$ cat src/rtl/access_splitter.sv
// Splits CPU word/dword accesses into little-endian hword beats for the 16-bit bottleneck
// and reassembles read beats into one 64-bit result with a single ack.
module access_splitter #(
    parameter int ADR_WIDTH = 64
) (
    input  logic                 clk_i,
    input  logic                 reset_i,
    input  logic [ADR_WIDTH-1:0] m_adr_i,
    input  logic                 m_cyc_i,
    input  logic                 m_stb_i,
    input  logic                 m_we_i,
    input  logic [1:0]           m_siz_i,
    input  logic                 m_signed_i,
    input  logic [63:0]          m_dat_i,
    output logic                 m_ack_o,
    output logic [63:0]          m_dat_o,
    output logic                 m_err_align_o,
    output logic [ADR_WIDTH-1:0] s_adr_o,
    output logic                 s_cyc_o,
    output logic                 s_stb_o,
    output logic                 s_we_o,
    output logic [1:0]           s_siz_o,
    output logic                 s_signed_o,
    output logic [63:0]          s_dat_o,
    input  logic                 s_ack_i,
    input  logic [63:0]          s_dat_i
);
    localparam logic [1:0] IDLE = 2'd0;
    localparam logic [1:0] BEAT = 2'd1;
    localparam logic [1:0] DONE = 2'd2;

    logic [1:0]           state_q, state_d;
    logic [1:0]           cnt_q, cnt_d;
    logic [1:0]           last_q, last_d;
    logic [1:0]           siz_q, siz_d;
    logic                 we_q, we_d;
    logic                 sgn_q, sgn_d;
    logic [ADR_WIDTH-1:0] base_q, base_d;
    logic [63:0]          dat_q, dat_d;
    logic [63:0]          acc_q, acc_d;
    logic                 m_ack_q, m_ack_d;
    logic [63:0]          m_dat_q, m_dat_d;
    logic [ADR_WIDTH-1:0] s_adr_q, s_adr_d;
    logic                 s_cyc_q, s_cyc_d;
    logic                 s_we_q, s_we_d;
    logic [1:0]           s_siz_q, s_siz_d;
    logic                 s_signed_q, s_signed_d;
    logic [63:0]          s_dat_q, s_dat_d;
    logic                 misaligned;

    // Beat payload: byte lane only for byte accesses, otherwise the hword slice for this beat.
    function automatic logic [15:0] beat_dat(input logic [63:0] d, input logic [1:0] siz,
                                             input logic [1:0] c);
        if (siz == 2'b00) return {8'h00, d[7:0]};
        return d[{c, 4'b0000} +: 16];
    endfunction

    always_comb begin
        misaligned = 1'b0;
        case (m_siz_i)
            2'b01:   misaligned = m_adr_i[0];
            2'b10:   misaligned = |m_adr_i[1:0];
            2'b11:   misaligned = |m_adr_i[2:0];
            default: misaligned = 1'b0;
        endcase
    end

    assign m_err_align_o = m_cyc_i & m_stb_i & misaligned;

    always_comb begin
        state_d    = state_q;
        cnt_d      = cnt_q;
        last_d     = last_q;
        siz_d      = siz_q;
        we_d       = we_q;
        sgn_d      = sgn_q;
        base_d     = base_q;
        dat_d      = dat_q;
        acc_d      = acc_q;
        m_ack_d    = 1'b0;
        m_dat_d    = m_dat_q;
        s_adr_d    = s_adr_q;
        s_cyc_d    = 1'b0;
        s_we_d     = s_we_q;
        s_siz_d    = s_siz_q;
        s_signed_d = s_signed_q;
        s_dat_d    = s_dat_q;
        case (state_q)
            IDLE: begin
                if (m_cyc_i && m_stb_i && !misaligned) begin
                    state_d    = BEAT;
                    base_d     = m_adr_i;
                    siz_d      = m_siz_i;
                    we_d       = m_we_i;
                    sgn_d      = m_signed_i;
                    dat_d      = m_dat_i;
                    cnt_d      = 2'd0;
                    last_d     = (m_siz_i == 2'b11) ? 2'd3 : (m_siz_i == 2'b10) ? 2'd1 : 2'd0;
                    acc_d      = 64'h0;
                    s_cyc_d    = 1'b1;
                    s_adr_d    = m_adr_i;
                    s_we_d     = m_we_i;
                    s_siz_d    = m_siz_i[1] ? 2'b01 : m_siz_i;
                    s_signed_d = m_siz_i[1] ? 1'b0 : m_signed_i;
                    s_dat_d    = {48'h0, beat_dat(m_dat_i, m_siz_i, 2'd0)};
                end
            end
            BEAT: begin
                if (!m_cyc_i) begin
                    // Abort wins over a coincident slave ack.
                    state_d = IDLE;
                    acc_d   = 64'h0;
                end else begin
                    s_cyc_d = 1'b1;
                    if (s_ack_i) begin
                        if (!siz_q[1]) acc_d = s_dat_i;
                        else           acc_d[{cnt_q, 4'b0000} +: 16] = s_dat_i[15:0];
                        if (cnt_q == last_q) begin
                            state_d = DONE;
                            s_cyc_d = 1'b0;
                        end else begin
                            cnt_d   = cnt_q + 2'd1;
                            s_adr_d = base_q + ADR_WIDTH'({cnt_d, 1'b0});
                            s_dat_d = {48'h0, beat_dat(dat_q, siz_q, cnt_d)};
                        end
                    end
                end
            end
            DONE: begin
                state_d = IDLE;
                m_ack_d = 1'b1;
                if (!we_q) begin
                    if (siz_q == 2'b10)
                        m_dat_d = {sgn_q ? {32{acc_q[31]}} : 32'h0, acc_q[31:0]};
                    else
                        m_dat_d = acc_q;
                end
            end
            default: state_d = IDLE;
        endcase
    end

    always_ff @(posedge clk_i) begin
        if (reset_i) begin
            state_q    <= IDLE;
            cnt_q      <= 2'd0;
            last_q     <= 2'd0;
            siz_q      <= 2'd0;
            we_q       <= 1'b0;
            sgn_q      <= 1'b0;
            base_q     <= '0;
            dat_q      <= 64'h0;
            acc_q      <= 64'h0;
            m_ack_q    <= 1'b0;
            m_dat_q    <= 64'h0;
            s_adr_q    <= '0;
            s_cyc_q    <= 1'b0;
            s_we_q     <= 1'b0;
            s_siz_q    <= 2'd0;
            s_signed_q <= 1'b0;
            s_dat_q    <= 64'h0;
        end else begin
            state_q    <= state_d;
            cnt_q      <= cnt_d;
            last_q     <= last_d;
            siz_q      <= siz_d;
            we_q       <= we_d;
            sgn_q      <= sgn_d;
            base_q     <= base_d;
            dat_q      <= dat_d;
            acc_q      <= acc_d;
            m_ack_q    <= m_ack_d;
            m_dat_q    <= m_dat_d;
            s_adr_q    <= s_adr_d;
            s_cyc_q    <= s_cyc_d;
            s_we_q     <= s_we_d;
            s_siz_q    <= s_siz_d;
            s_signed_q <= s_signed_d;
            s_dat_q    <= s_dat_d;
        end
    end

    assign m_ack_o    = m_ack_q;
    assign m_dat_o    = m_dat_q;
    assign s_adr_o    = s_adr_q;
    assign s_cyc_o    = s_cyc_q;
    assign s_stb_o    = s_cyc_q;
    assign s_we_o     = s_we_q;
    assign s_siz_o    = s_siz_q;
    assign s_signed_o = s_signed_q;
    assign s_dat_o    = s_dat_q;
endmodule
$ cat config.mk
export PLATFORM = sky130hd
export DESIGN_NAME = access_splitter
export DESIGN_NICKNAME = d
export VERILOG_FILES = /design/src/rtl/access_splitter.sv
export SDC_FILE = /design/constraint.sdc
export NUM_CORES = 1
export LEC_CHECK = 0
export CORE_MARGIN = 2
export CORE_UTILIZATION = 25
export CTS_BUF_LIST = sky130_fd_sc_hd__clkbuf_4
export DETAILED_ROUTE_END_ITERATION = 10
export PLACE_DENSITY = 0.54
export SLEW_MARGIN = 30
export SYNTH_ARGS = -nofsm -noshare
export SYNTH_HDL_FRONTEND = slang
export SYNTH_SLANG_ARGS = --single-unit
$ cat constraint.sdc
create_clock -name clk_i -period 3.63 [get_ports clk_i]
set_clock_uncertainty 0.2 [all_clocks]
set_input_delay 0.363 -clock clk_i [delete_from_list [all_inputs] [get_ports clk_i]]
set_output_delay 0.363 -clock clk_i [all_outputs]
set_load 0.005 [all_outputs]
==> reports/metrics.cfg, run 1 <==
[logic_synthesis]
synth-xor-area-share_pct=3.22
async_flop_share_pct=0
ys_seq_area_share_pct=45.2
ys_ff_latch=350
synth_top_cells_by_area=dfxtp_1 (45%), nand2_1 (9.6%), a21oi_1 (7.9%)
synth_top_area_share_pct=45.2
synth_flop_cell=dfxtp_1
synth_adder_area_share_pct=0.613
synthMuxAreaShare_pct=1.81
syn_avg_cell_area_um2=8.03
yosys.area_share.simple_pct=22.6
synth_edf_count=0
synth_top_family_by_area=simple AND/OR/NAND/NOR gates
yosysUniqueCellTypes=63
post_synth_inst_count=1931
synth_area_mm2=0.0155
synth_warnings=0
synth-compound-area-share_pct=19.7
yosysTopAreaCell=dfxtp_1

[detailed_routing]
vias=16000
wire_per_inst_um=18.2
routed_wl_um=60400
vias_per_cell=4.83
drt_iter0_markers=1028
drc=0
dr.pass1.iters=5
ant_nets=0

[sta]
slew_headroom_pct=35.6
setup_slack_ns=0.269
tns_ns=0
finalSetupViolCount=0
max_freq_mhz=298
tightest_slew_ns=0.967
whs_ns=0.109
finalWorstPathRequiredPeriod_ns=3.36
rsz0062_at_grt=no
maxSlewViolCount=0
finalHoldViolCount=0
period_share_pct=92.6

[finish]
stdcell_count=3324
nets=2659
postLayoutCellArea_mm2=0.0227
area_growth_pct=46.7
fillers=6388
drive_gt1_share_pct=10.7
fin_util_pct=37.0

[grt]
first_global_vias=15900
antenna_found_initial=6
grt_start_max_net_pins=176
grt_pass1_wl_um=91700
overflow=0
grt_usage_pct=18.3

[worst_setup_path]
cp_max_fo=8
cp.required_ns=4.16
cp-start-kind=flip-flop
worst-r2r-cell-count=11
cp.arrival_ns=3.89
criticalPathCategory=flip-flop to flip-flop
crit_path_end_kind=flip-flop

[placement]
gp_congestion=0.831
io_buffer_count=351
place_ws_ns=0.408
placed_area_mm2=0.0197
dp_cells=2966
hpwlAfterDp_um=41100

[floorplanning]
die_area_mm2=0.0640
row_count=91
fp.dieH_um=253
start_util_pct=25.2
io_pins=401
core_mm2=0.0615
die_w_um=253

[flow_run]
cap_viol_max_count=0

[run_status]
outcome=completed

[cts]
cts_resized=0
clock-sinks=350
cts_tree=built
root_buffer=clkbuf_4
clk_latency_ns=0.85
clk_pin_slew_worst_paths_ns=0.06
cts_made_buffers=103
cts_max_path_buffers=3
cts.htree.levels=3

[pwr]
power_density_mw_per_mm2=391
power_mw=8.90
irDropWorstVdd_mv=0.170
p_leak_nw=7.78

[hold_path]
hold_path.class=input port to flip-flop
min_delay_path_depth=3

==> cells in the mapped netlist, types with 29 or more instances <==
cell	count
nand2_1	398
dfxtp_1	350
a21oi_1	244
nor2_1	172
clkbuf_1	132
a211oi_1	86
nor3_1	72
nand3_1	60
buf_4	50
a22oi_1	47
xnor2_1	40
o21ai_0	29
==> worst max-delay path: stages, from the launching register on <==
cell and delay [ns]:
dfxtp_1 0.33, inv_1 0.06, ha_1 0.34, buf_4 0.16
fa_1 0.23, nand3_1 0.21, nor4_4 0.32, nand4_4 0.28
xnor2_1 0.21, a222oi_1 0.32, nor2_1 0.06, dlygate4sd3_1 0.56
==> layout by cell type, fill, tap and decap left out, types with 13 or more instances in the layout <==
| cell | n |
|---|---|
| a22oi_1 | 47 |
| nor2_1 | 169 |
| a211oi_1 | 86 |
| o22ai_1 | 24 |
| xnor2_1 | 40 |
| o21ai_0 | 29 |
| nand3_1 | 59 |
| clkdlybuf4s50_1 | 350 |
| nor3_1 | 70 |
| buf_4 | 38 |
| dfxtp_1 | 350 |
| conb_1 | 49 |
| nand2_1 | 398 |
| dlygate4sd3_1 | 169 |
| xor2_1 | 17 |
| nand4_1 | 13 |
| clkinv_1 | 23 |
| a21oi_1 | 241 |
| inv_1 | 16 |
| clkbuf_4 | 153 |
==> power breakdown <==
| group | internal [mW] | switching (mW) | total [mW] | leakage (nW) |
|---|---|---|---|---|
| sequential | 3.98 | 0.101 | 4.08 | 2.84 |
| clock | 1.99 | 1.77 | 3.76 | 0.782 |
| combinational | 0.554 | 0.507 | 1.06 | 4.16 |
==> metal layers <==
layer	track usage, %	vias to the layer above	part of all wire, %
li1	-	7757	-
met1	23.0	7554	43
met2	29.8	627	46
met3	5.23	98	8.0
met4	6.51	6	2.6
met5	0	-	0.051
==> area by class of cell <==
type | count | area (um2) | area share (%)
Inverter | 16 | 60.1 | 0.264
Sequential cell | 350 | 7010 | 30.8
Clock inverter | 31 | 159 | 0.699
Timing Repair Buffer | 567 | 5670 | 24.9
Multi-Input combinational cell | 1413 | 7690 | 33.8
Clock buffer | 153 | 1150 | 5.05
Tap cell | 790 | 988 | 4.35
Antenna cell | 4 | 10.0 | 0.0440
==> flip-flops by register name, indices dropped and copies added, names as in the netlist, 2 cells and up <==
register,flops
base_q,64
state_q,2
siz_q,2
cnt_q,2
m_dat_o,64
s_dat_o,16
s_adr_o,64
dat_q,64
acc_q,64
last_q,2
==> final timing paths <==
kind                            slack (ns)                    from                        to
worst min register to register        0.24  acc_q[18]$_SDFFE_PP0P_  m_dat_o[18]$_SDFFE_PP0P_
worst max-delay path                  0.27   cnt_q[0]$_SDFFE_PP0P_  s_adr_o[35]$_SDFFE_PP0P_
worst min-delay path                  0.11             s_dat_i[54]    acc_q[54]$_SDFFE_PP0P_
worst max register to register        0.27   cnt_q[0]$_SDFFE_PP0P_  s_adr_o[35]$_SDFFE_PP0P_
==> cell families after synthesis <==
| group | count (synthesis) |
|---|---|
| and+or+nand+nor | 788 |
| AOI/OAI and AO/OA | 495 |
| DFF | 350 |
| buffers and inverters | 216 |
| xor gates and xnor gates | 57 |
| muxes | 17 |
| adders and majority gates | 7 |
| other | 1 |
==> what timing repair did <==
action	4_1_cts	5_1_grt
endpoints found under the setup margin	0	1
endpoints found under the hold margin	212	0
buffers inserted	0	1
hold buffers	169	0
(Power assumes the default switching activity.)
==> run 2, diff against run 1 <==
--- a/config.mk
+++ b/config.mk
@@ -9,8 +9,7 @@
 export CORE_UTILIZATION = 25
 export CTS_BUF_LIST = sky130_fd_sc_hd__clkbuf_4
 export DETAILED_ROUTE_END_ITERATION = 10
-export PLACE_DENSITY = 0.54
-export SLEW_MARGIN = 30
+export PLACE_DENSITY = 0.53
 export SYNTH_ARGS = -nofsm -noshare
 export SYNTH_HDL_FRONTEND = slang
 export SYNTH_SLANG_ARGS = --single-unit
==> constraint.sdc (replaced) <==
create_clock -name clk_i -period 3.9 [get_ports clk_i]
set_clock_uncertainty 0.2 [all_clocks]
set_input_delay 0.39 -clock clk_i [delete_from_list [all_inputs] [get_ports clk_i]]
set_output_delay 0.39 -clock clk_i [all_outputs]
set_load 0.005 [all_outputs]
==> reports/metrics.cfg, run 2 (synthesis gave the netlist of run 1 again) <==
[worst_setup_path]
crit_path_end_kind=flip-flop
criticalPathCategory=flip-flop to flip-flop
cp_max_fo=4  ; -4
cp.arrival_ns=3.97  ; +0.08 ns
cp-start-kind=flip-flop
cp.required_ns=4.41  ; +0.25 ns

[pwr]
p_leak_nw=7.54  ; -3.1%
power_mw=8.12  ; -8.7%
power_density_mw_per_mm2=365  ; -6.6%
irDropWorstVdd_mv=0.188  ; +10%

[detailed_routing]
vias_per_cell=4.83  ; about the same
wire_per_inst_um=18.1  ; -0.38%
ant_nets=0  ; unchanged
dr.pass1.iters=5  ; unchanged
drc=0  ; unchanged
drt_iter0_markers=867  ; -16%
vias=15800  ; -1.5%
routed_wl_um=59200  ; -2.0%

[sta]
slew_headroom_pct=33.6  ; -1.9 points
max_freq_mhz=289  ; -2.8%
period_share_pct=88.6  ; -3.9 points
finalHoldViolCount=0  ; unchanged
tightest_slew_ns=0.993  ; +0.0265 ns
setup_slack_ns=0.443  ; +0.174 ns
finalWorstPathRequiredPeriod_ns=3.46  ; +0.0960 ns
rsz0062_at_grt=no
maxSlewViolCount=0  ; unchanged
tns_ns=0  ; unchanged
finalSetupViolCount=0  ; unchanged

[grt]
grt-busiest-layer=met2
use_met3_pct=5.02  ; -0.22 points
first_global_vias=15700  ; -1.5%
grt_start_max_net_pins=172  ; -2.3%
grt_usage_pct=18.0  ; -0.35 points
grt_use_met2_pct=29.1  ; -0.73 points
met1_usage_pct=22.8  ; -0.28 points
antenna_found_initial=8  ; +2
overflow=0  ; unchanged
grt_pass1_wl_um=90000  ; -1.8%

[finish]
final_common_cell=nand2_1
drive_gt1_share_pct=10.1  ; -0.53 points
nets=2616  ; -1.6%
area_growth_pct=43.5
layout_common_cells=nand2_1 (398), dfxtp_1 (350), clkdlybuf4s50_1 (350)

[floorplanning]
die_w_um=253  ; unchanged
core_mm2=0.0615  ; unchanged
fp.dieH_um=253  ; unchanged
start_util_pct=25.2  ; unchanged
die_area_mm2=0.0640  ; unchanged
row_count=91  ; unchanged
io_pins=401  ; unchanged

[cts]
clock-sinks=350  ; unchanged
cts_setup_buffers=0  ; unchanged
cts.htree.levels=3  ; unchanged
cts_tree=built
root_buffer=clkbuf_4
clk_latency_ns=0.83  ; -0.02 ns
clk_pin_slew_worst_paths_ns=0.07  ; about the same
cts_max_path_buffers=3  ; unchanged
cts_made_buffers=99  ; -3.9%

[hold_path]
hold_path.class=input port to flip-flop

[placement]
place_ws_ns=0.558  ; +0.149 ns
io_buffer_count=351  ; unchanged
hpwlAfterDp_um=40600  ; -1.2%
gp_congestion=0.840  ; +1.0%

[run_status]
outcome=completed

[flow_run]
cap_viol_max_count=0  ; unchanged

run 2: metal layers:
layer	share of wire [%]	vias up
met4	2.8	4
li1	-	7656
met5	0.057	-
met1	44	7524
met3	6.8	95
met2	46	516
run 2: worst paths after layout:
path | from | end | slack [ns] | depth (start not counted)
worst max register to register | cnt_q[0]$_SDFFE_PP0P_ | s_adr_o[30]$_SDFFE_PP0P_ | 0.44 | 10
worst max-delay path | cnt_q[0]$_SDFFE_PP0P_ | s_adr_o[30]$_SDFFE_PP0P_ | 0.44 | 10
worst min register to register | acc_q[21]$_SDFFE_PP0P_ | m_dat_o[21]$_SDFFE_PP0P_ | 0.25 | 2
worst min-delay path | s_dat_i[35] | acc_q[35]$_SDFFE_PP0P_ | 0.11 | 3
run 2: final cells by class:
cell class	instances	area, um2
Fill cell	6462	39200
Multi-Input combinational cell	1413	7690
Sequential cell	350	7010
Timing Repair Buffer	528	5240
Clock buffer	145	1090
Tap cell	790	988
Clock inverter	22	139
Inverter	16	60.1
Antenna cell	7	17.5
run 2: worst max-delay path: stages (launching register included):
cell	delay [ns]
dfxtp_1	0.33
inv_1	0.06
ha_1	0.37
ha_1	0.31
a21oi_1	0.13
or4_4	0.61
nor3_1	0.28
xor2_1	0.13
a222oi_1	0.33
nor2_1	0.07
dlygate4sd3_1	0.58
run 2: power by group:
group	switching, mW	internal (mW)
registers	0.0924	3.70
clock network	1.57	1.81
logic	0.460	0.487
run 2: what timing repair did:
action	4_1_cts	5_1_grt
gates resized for setup	0	0
hold buffers	138	0
endpoints found under the hold margin	179	0
run 2: per-stage QoR:
step,cells,hold WS [ns],area [um2],utilization [%]
global route,3271,0.0152,22200,36.2
floorplan,1979,0.232,15700,-
CTS,3264,0.00000888,22200,36.1
detailed placement,2959,0.246,19600,31.9
finish,3271,0.107,22200,36.2
global placement,2959,0.238,19600,31.9
